==> src/rtl/dff_ram_pkg.sv <==
// Shared types and helpers for the banked flop RAM.
package dff_ram_pkg;

  localparam int BYTE_W = 8;
  // Widest word the parity helper handles; callers zero-extend into it.
  localparam int MAX_W  = 1024;

  typedef enum logic [0:0] {
    ST_INIT  = 1'b0,
    ST_READY = 1'b1
  } fsm_state_e;

  // Even parity of every byte of a (zero-extended) word, one bit per byte.
  function automatic logic [MAX_W/BYTE_W-1:0] byte_parity(input logic [MAX_W-1:0] word);
    logic [MAX_W/BYTE_W-1:0] par;
    par = '0;
    for (int i = 0; i < MAX_W/BYTE_W; i++) begin
      par[i] = ^word[i*BYTE_W +: BYTE_W];
    end
    return par;
  endfunction

  // Number of address bits that select the bank.
  function automatic int bank_bits(input int nbanks);
    return (nbanks > 1) ? $clog2(nbanks) : 0;
  endfunction

  // Declared width for an address field that may legitimately be zero bits.
  function automatic int field_w(input int bits);
    return (bits > 0) ? bits : 1;
  endfunction

endpackage

==> src/rtl/dff_ram_bank.sv <==
// One bank of flop storage: lane-masked synchronous write, combinational read.
// A lane is one byte, or one byte plus its parity bit when parity is stored.
module dff_ram_bank
  import dff_ram_pkg::*;
#(
  parameter int  WIDTH  = 72,
  parameter int  ROWS   = 4,
  parameter int  LANE_W = 8,
  localparam int LANES  = WIDTH / LANE_W,
  localparam int ROW_W  = field_w($clog2(ROWS))
) (
  input  logic              clk,
  input  logic              we_i,
  input  logic [ROW_W-1:0]  w_row_i,
  input  logic [WIDTH-1:0]  w_data_i,
  input  logic [LANES-1:0]  w_be_i,
  input  logic [ROW_W-1:0]  r_row_i,
  output logic [WIDTH-1:0]  r_data_o
);

  logic [WIDTH-1:0] mem_q [ROWS];

  // Update only the enabled lanes of the addressed row.
  always_ff @(posedge clk) begin
    if (we_i) begin
      for (int i = 0; i < LANES; i++) begin
        if (w_be_i[i]) begin
          mem_q[w_row_i][i*LANE_W +: LANE_W] <= w_data_i[i*LANE_W +: LANE_W];
        end
      end
    end
  end

  assign r_data_o = mem_q[r_row_i];

endmodule

==> src/rtl/dff_ram_banked.sv <==
// Banked flop RAM with byte enables, registered read, write-first bypass and
// a clear sequencer that zeroes every row after reset.
// Optional feature macro: DFF_RAM_PARITY_EN (per-byte even parity on storage).
module dff_ram_banked
  import dff_ram_pkg::*;
#(
  parameter int  WIDTH  = 72,
  parameter int  DEPTH  = 8,
  parameter int  NBANKS = 2,
  localparam int ADDR_W = $clog2(DEPTH)
) (
  input  logic                    clk,
  input  logic                    rst,
  output logic                    init_busy,
  input  logic                    wr_n,
  input  logic [ADDR_W-1:0]       w_addr,
  input  logic [WIDTH-1:0]        w_data,
  input  logic [WIDTH/BYTE_W-1:0] w_be,
  input  logic                    rd_en,
  input  logic [ADDR_W-1:0]       r_addr,
  output logic [WIDTH-1:0]        r_data,
  output logic                    r_valid,
  output logic                    r_perr
);

  localparam int NBYTES    = WIDTH / BYTE_W;
  localparam int ROWS      = DEPTH / NBANKS;
  localparam int BANK_BITS = bank_bits(NBANKS);
  localparam int ROW_BITS  = ADDR_W - BANK_BITS;
  localparam int BANK_W    = field_w(BANK_BITS);
  localparam int ROW_W     = field_w(ROW_BITS);
`ifdef DFF_RAM_PARITY_EN
  localparam int LANE_W    = BYTE_W + 1;
`else
  localparam int LANE_W    = BYTE_W;
`endif
  localparam int STORE_W   = NBYTES * LANE_W;

  fsm_state_e         state_q;
  logic [ROW_W-1:0]   init_row_q;
  logic               init_busy_q;

  logic [WIDTH-1:0]   r_data_q,  r_data_d;
  logic               r_valid_q, r_valid_d;
  logic               r_perr_q,  r_perr_d;

  logic [BANK_W-1:0]  w_bank_s, r_bank_s;
  logic [ROW_W-1:0]   w_row_s,  r_row_s;

  logic               init_acc_s, write_acc_s, read_acc_s, hit_s;
  logic [NBANKS-1:0]  bank_we_s;
  logic [ROW_W-1:0]   wr_row_mux_s;
  logic [STORE_W-1:0] wr_data_mux_s, store_wdata_s;
  logic [NBYTES-1:0]  wr_be_mux_s;
  logic [STORE_W-1:0] bank_rdata_s [NBANKS];
  logic [STORE_W-1:0] rd_store_s;
  logic [WIDTH-1:0]   rd_old_s, rd_merge_s;
  logic               perr_s;

  // Address split: bank from the top bits, row from the rest.
  if (BANK_BITS > 0) begin : gen_bank_sel
    assign w_bank_s = w_addr[ADDR_W-1 -: BANK_BITS];
    assign r_bank_s = r_addr[ADDR_W-1 -: BANK_BITS];
  end else begin : gen_single_bank
    assign w_bank_s = '0;
    assign r_bank_s = '0;
  end

  if (ROW_BITS > 0) begin : gen_row_sel
    assign w_row_s = w_addr[ROW_BITS-1:0];
    assign r_row_s = r_addr[ROW_BITS-1:0];
  end else begin : gen_single_row
    assign w_row_s = '0;
    assign r_row_s = '0;
  end

  assign init_acc_s  = (state_q == ST_INIT)  && !rst;
  assign write_acc_s = (state_q == ST_READY) && !rst && !wr_n;
  assign read_acc_s  = (state_q == ST_READY) && !rst && rd_en;
  assign hit_s       = write_acc_s && (w_addr == r_addr);

  // Pack write data into storage lanes, appending parity when stored.
  always_comb begin
    store_wdata_s = '0;
`ifdef DFF_RAM_PARITY_EN
    begin
      logic [NBYTES-1:0] wr_par_v;
      wr_par_v = NBYTES'(byte_parity(MAX_W'(w_data)));
      for (int i = 0; i < NBYTES; i++) begin
        store_wdata_s[i*LANE_W +: BYTE_W] = w_data[i*BYTE_W +: BYTE_W];
        store_wdata_s[i*LANE_W + BYTE_W]  = wr_par_v[i];
      end
    end
`else
    for (int i = 0; i < NBYTES; i++) begin
      store_wdata_s[i*LANE_W +: BYTE_W] = w_data[i*BYTE_W +: BYTE_W];
    end
`endif
  end

  // Bank write port: clear sequencer hits every bank, user writes hit one.
  always_comb begin
    bank_we_s     = '0;
    wr_row_mux_s  = w_row_s;
    wr_data_mux_s = store_wdata_s;
    wr_be_mux_s   = w_be;
    if (init_acc_s) begin
      bank_we_s     = '1;
      wr_row_mux_s  = init_row_q;
      wr_data_mux_s = '0;
      wr_be_mux_s   = '1;
    end else if (write_acc_s) begin
      bank_we_s[w_bank_s] = 1'b1;
    end else begin
      bank_we_s = '0;
    end
  end

  for (genvar b = 0; b < NBANKS; b++) begin : gen_bank
    dff_ram_bank #(
      .WIDTH  (STORE_W),
      .ROWS   (ROWS),
      .LANE_W (LANE_W)
    ) u_bank (
      .clk      (clk),
      .we_i     (bank_we_s[b]),
      .w_row_i  (wr_row_mux_s),
      .w_data_i (wr_data_mux_s),
      .w_be_i   (wr_be_mux_s),
      .r_row_i  (r_row_s),
      .r_data_o (bank_rdata_s[b])
    );
  end

  // Read path: select bank, unpack, merge same-address write bytes, check parity.
  always_comb begin
    rd_store_s = bank_rdata_s[r_bank_s];
    rd_old_s   = '0;
    rd_merge_s = '0;
    perr_s     = 1'b0;
    for (int i = 0; i < NBYTES; i++) begin
      rd_old_s[i*BYTE_W +: BYTE_W] = rd_store_s[i*LANE_W +: BYTE_W];
      if (hit_s && w_be[i]) begin
        rd_merge_s[i*BYTE_W +: BYTE_W] = w_data[i*BYTE_W +: BYTE_W];
      end else begin
        rd_merge_s[i*BYTE_W +: BYTE_W] = rd_store_s[i*LANE_W +: BYTE_W];
      end
    end
`ifdef DFF_RAM_PARITY_EN
    begin
      logic [NBYTES-1:0] rd_par_v;
      for (int i = 0; i < NBYTES; i++) begin
        rd_par_v[i] = rd_store_s[i*LANE_W + BYTE_W];
      end
      perr_s = |(rd_par_v ^ NBYTES'(byte_parity(MAX_W'(rd_old_s))));
    end
`endif
  end

  // Next values of the read output registers; r_data holds when idle.
  always_comb begin
    r_data_d  = r_data_q;
    r_valid_d = 1'b0;
    r_perr_d  = 1'b0;
    if (read_acc_s) begin
      r_data_d  = rd_merge_s;
      r_valid_d = 1'b1;
      r_perr_d  = perr_s && !hit_s;
    end else begin
      r_valid_d = 1'b0;
      r_perr_d  = 1'b0;
    end
  end

  // Read output registers, cleared by reset.
  always_ff @(posedge clk) begin
    if (rst) begin
      r_data_q  <= '0;
      r_valid_q <= 1'b0;
      r_perr_q  <= 1'b0;
    end else begin
      r_data_q  <= r_data_d;
      r_valid_q <= r_valid_d;
      r_perr_q  <= r_perr_d;
    end
  end

  // Clear sequencer: walk every row once after reset, then serve accesses.
  always_ff @(posedge clk) begin
    if (rst) begin
      state_q     <= ST_INIT;
      init_row_q  <= '0;
      init_busy_q <= 1'b1;
    end else begin
      case (state_q)
        ST_INIT: begin
          if (init_row_q == ROW_W'(ROWS - 1)) begin
            state_q     <= ST_READY;
            init_row_q  <= '0;
            init_busy_q <= 1'b0;
          end else begin
            init_row_q  <= init_row_q + ROW_W'(1);
          end
        end
        ST_READY: begin
          state_q     <= ST_READY;
          init_busy_q <= 1'b0;
        end
        default: begin
          state_q     <= ST_INIT;
          init_row_q  <= '0;
          init_busy_q <= 1'b1;
        end
      endcase
    end
  end

  assign init_busy = init_busy_q;
  assign r_data    = r_data_q;
  assign r_valid   = r_valid_q;
  assign r_perr    = r_perr_q;

endmodule
==> config.mk <==
export PLATFORM = sky130hd
export DESIGN_NAME = dff_ram_banked
export DESIGN_NICKNAME = d
export VERILOG_FILES = /design/src/rtl/dff_ram_pkg.sv /design/src/rtl/dff_ram_bank.sv /design/src/rtl/dff_ram_banked.sv
export SDC_FILE = /design/constraint.sdc
export NUM_CORES = 1
export LEC_CHECK = 0
export CAP_MARGIN = 5
export CORE_ASPECT_RATIO = 1.5
export CORE_MARGIN = 3
export CORE_UTILIZATION = 45
export CTS_CLUSTER_SIZE = 24
export DETAILED_ROUTE_END_ITERATION = 8
export PLACE_DENSITY = 0.66
export REMOVE_ABC_BUFFERS = 1
export SLEW_MARGIN = 20
export SYNTH_ARGS = -nofsm -noshare
export SYNTH_HDL_FRONTEND = slang
export SYNTH_HIERARCHICAL = 1
export SYNTH_SLANG_ARGS = --single-unit
==> constraint.sdc <==
create_clock -name clk -period 2.85 [get_ports clk]
set_input_delay 0.4275 -clock clk [delete_from_list [all_inputs] [get_ports clk]]
set_output_delay 0.4275 -clock clk [all_outputs]
set_load 0.02 [all_outputs]
==> flow_summary_export.csv <==
group,metric,value,unit
clocking,clock-sinks,653,
floorplanning,die_width,203,µm
power,leakage,10.5,nW
run_status,outcome,"complete, no violations",
place,placed_cell_area,0.0290,mm²
detailed_routing,drt_drc_violations_left,0,
clocking,worst_setup_hold_path_clk_slew,60,ps
floorplanning,ioPinCount,166,
global_route,antenna_found_initial,3,
finish,final_layout_size_suffix_gt1_share,25.1,%
synthesis,synth_area_leaders,"edfxtp_1, mux4_2, dfxtp_1, mux2_2, a221o_1",
timing,layout_worst_path_cycle_share,81.9,%
critical_path,crit_path_max_fanout,8,
clocking,cts.hold.buffers_added,0,
synthesis,postSynthCellCount,1311,
place,buffer_ports.inserted,164,
synthesis,synth.avg_cell_area,19.9,µm²
clocking,clock_tree.root_cell,"clkbuf_16",
global_route,grt_first_pass_wirelength,87500,µm
critical_path,critical-path-max-stage-delay,810,ps
timing,finalClockSkew,18.5,ps
clocking,cts.repair_timing.setup_buffer_count,0,
hold_path,worstHoldStart,"w_data[7]",
clocking,max-clock-path-buffers,3,
detailed_routing,post_drt_via_cell_ratio,5.58,
global_route,gr-usage-all-layers,19.0,%
floorplanning,initial_utilization,45.7,%
clocking,cts_resized,0,
clocking,cts_made_buffers,58,
timing,grt_setup_unrepaired,"no",
finish,ff_latch_area,0.0188,mm²
synthesis,synth_enable_flop_cells,576,
run,drv_cap,0,
timing,final.min_clock_period,2330,ps
power,irDropWorstVdd,0.000479,V
critical_path,end_kind,"flop",
critical_path,crit_path_cell_trace,"clkdlybuf4s50_1, xor2_1, nor4_4, buf_4, a21oi_1, a221o_1",
synthesis,yosys_most_used_dff,"edfxtp_1",
global_route,number_of_global_route_vias_before_repair,14036,
critical_path,critPathKind,"input port to flop",
critical_path,timing.critical_path.from,"w_addr[2]",
power,powerDensity,698,mW/mm²
timing,slew_headroom,29.8,%
critical_path,cpMaxStageDelayCell,"a21oi_1",
timing,maxClockFrequency,429,MHz
place,detailed_placement_hpwl,37500,µm
synthesis,postSynthRegisterBits,653,
synthesis,syn_area,0.0261,mm²
detailed_routing,drtAntennaViolNets,0,
floorplanning,dieHeight,301,µm
timing,timing_hold_violations_final,0,
synthesis,area_share_of_the_largest_cell_type_after_synthesis,66.2,%
floorplanning,die-area,0.0611,mm²
timing,setup-violations-final,0,
timing,whs,458,ps
synthesis,synth_seq_area_share,72.1,%
place,placed_cells,2244,
finish,fin_nets,1633,
detailed_routing,average_wire_length_per_cell_after_detail_routing,24.6,µm
floorplanning,core_area,0.0572,mm²
place,globalplace.congestion,0.764,
synthesis,yosysTopAreaCell,"edfxtp_1",
detailed_routing,detail_route.first_pass.iterations,5,
floorplanning,placement_rows,107,
timing,drv_slew,0,
clocking,tritoncts_clock_tree,"done",
finish,area_of_all_placed_cells_without_fillers,0.0310,mm²
clocking,worst_skew_pair.late_latency,600,ps
finish,post_layout_nonfiller_instances,2355,
hold_path,hold_path_class,"input port to flop",
synthesis,yosys.cell_types.count,43,
critical_path,worst_setup_path_start_kind,"input port",
synthesis,ys_async_sr_fraction,0,%
detailed_routing,routed_wl,58000,µm
critical_path,rr_startpoint,"state_q",
finish,synthToLayoutAreaGrowth,18.8,%
timing,tightest_slew,1050,ps
detailed_routing,initialDrtViolationCount,1011,
critical_path,cp_data_arrival_time,2860,ps
global_route,maximum_number_of_pins_on_one_net_before_global_route_repair,73,
finish,layout.filler_cells,4378,
detailed_routing,detailroute.via_count,13132,
synthesis,count_of_synthesis_stage_warnings_from_yosys,6,
finish,multi_input_comb_area,0.00669,mm²
critical_path,critPathRequiredTime,3380,ps
clocking,ctsHtreeMaxLevel,2,
global_route,grt_overflow_total,0,
## critical path, delay by kind of cell
| family | cells | cell delay (ps) |
|---|---|---|
| buf+inv | 2 | 810 |
| xor+xnor | 1 | 430 |
| simple gates | 1 | 100 |
| compound gates | 2 | 1090 |
## worst paths after layout
kind | endpoint | slack [ps] | cells after the start
setup / recovery | r_data[35] | 520 | 6
hold / removal | r_data[7] | 460 | 3
setup reg to reg | r_data[47] | 580 | 5
hold reg to reg | r_data[6] | 470 | 2
## flip-flops by register name, indices dropped and copies added (netlist names)
register and count:
gen_bank.u_bank/mem_q 576, init_busy 1, init_row_q 2, r_valid 1, r_data 72, state_q 1
## where the power goes
part	internal, mW	switching, mW
Sequential	11.2	0.151
Clock	4.75	3.38
Combinational	0.962	1.28
Total	16.9	4.81
## kinds of logic after synthesis
family                   synth area share (%)
AO/OA/AOI/OAI                            3.25
adder cells (fa/ha/maj)                0.0479
XOR/XNOR                                0.101
buffers and inverters                    2.46
other                                  0.0143
AND/OR/NAND/NOR                          6.49
multiplexers                             15.6
flip-flops                               72.1
## cells in the final DEF, fill, tap and decap left out, types with 3 or more instances in the layout
master             n
clkdlybuf4s50_1  161
a21o_1             4
o221ai_1          10
dfxtp_1           77
edfxtp_1         576
nor2b_1           62
nor4bb_1           8
clkinv_1           7
or2_2              9
o21ai_0           14
clkbuf_16         61
buf_4             79
and4bb_2          10
xor2_1             3
and4b_1           36
mux4_1             4
bufinv_16          7
a221o_1           47
mux2_2            49
nor2_1            17
nand2_1           13
a21oi_1            6
mux2i_1           26
buf_12            14
and2_1            44
mux4_2           140
and3_1             8
clkbuf_8           8
a32oi_1           14
and4_1            19
clkbuf_1          12
clkinv_2          10
inv_1             11
## routing by layer
layer	routed length (µm)	part of all wire (%)	global-route usage, %
met1	22800	39	23.5
met2	30900	53	34.5
met3	2870	5.0	2.95
met4	1510	2.6	5.60
met5	13	0.022	0
## Yosys cell counts (all sizes together) (2+ instances only)
cell,number
a21o,4
and2,44
a32oi,14
xor2,3
a21oi,8
inv,11
mux2i,26
and4b,36
dfxtp,77
nor2,19
nor2b,62
nor4bb,8
and3,8
and4bb,10
a31oi,2
buf,42
nand2,13
mux2,49
nor4,2
mux4,144
and4,19
o221ai,10
a221o,47
clkbuf,44
or2,9
edfxtp,576
o21ai,14
## stage by stage
stage | util, % | total power [mW] | TNS [ps] | worst slack [ps]
floorplan | - | 12.7 | -1558640 | -2170
global placement | 50.8 | 13.7 | 0 | 2.63
detailed placement | 50.8 | 13.8 | -302 | -35.4
CTS | 54.3 | 21.9 | 0 | 591
global route | 54.3 | 22.4 | 0 | 437
finish | 54.3 | 21.7 | 0 | 517
## layout make-up
cell class	instances	area share (%)
repair buffers	256	8.09
well taps	763	3.07
flip-flops and latches	653	60.7
diodes	1	0.00806
clock inverters	29	1.06
inverters	11	0.133
multi-input cells	561	21.5
clock buffers	81	5.42
(Power assumes the default switching activity.)
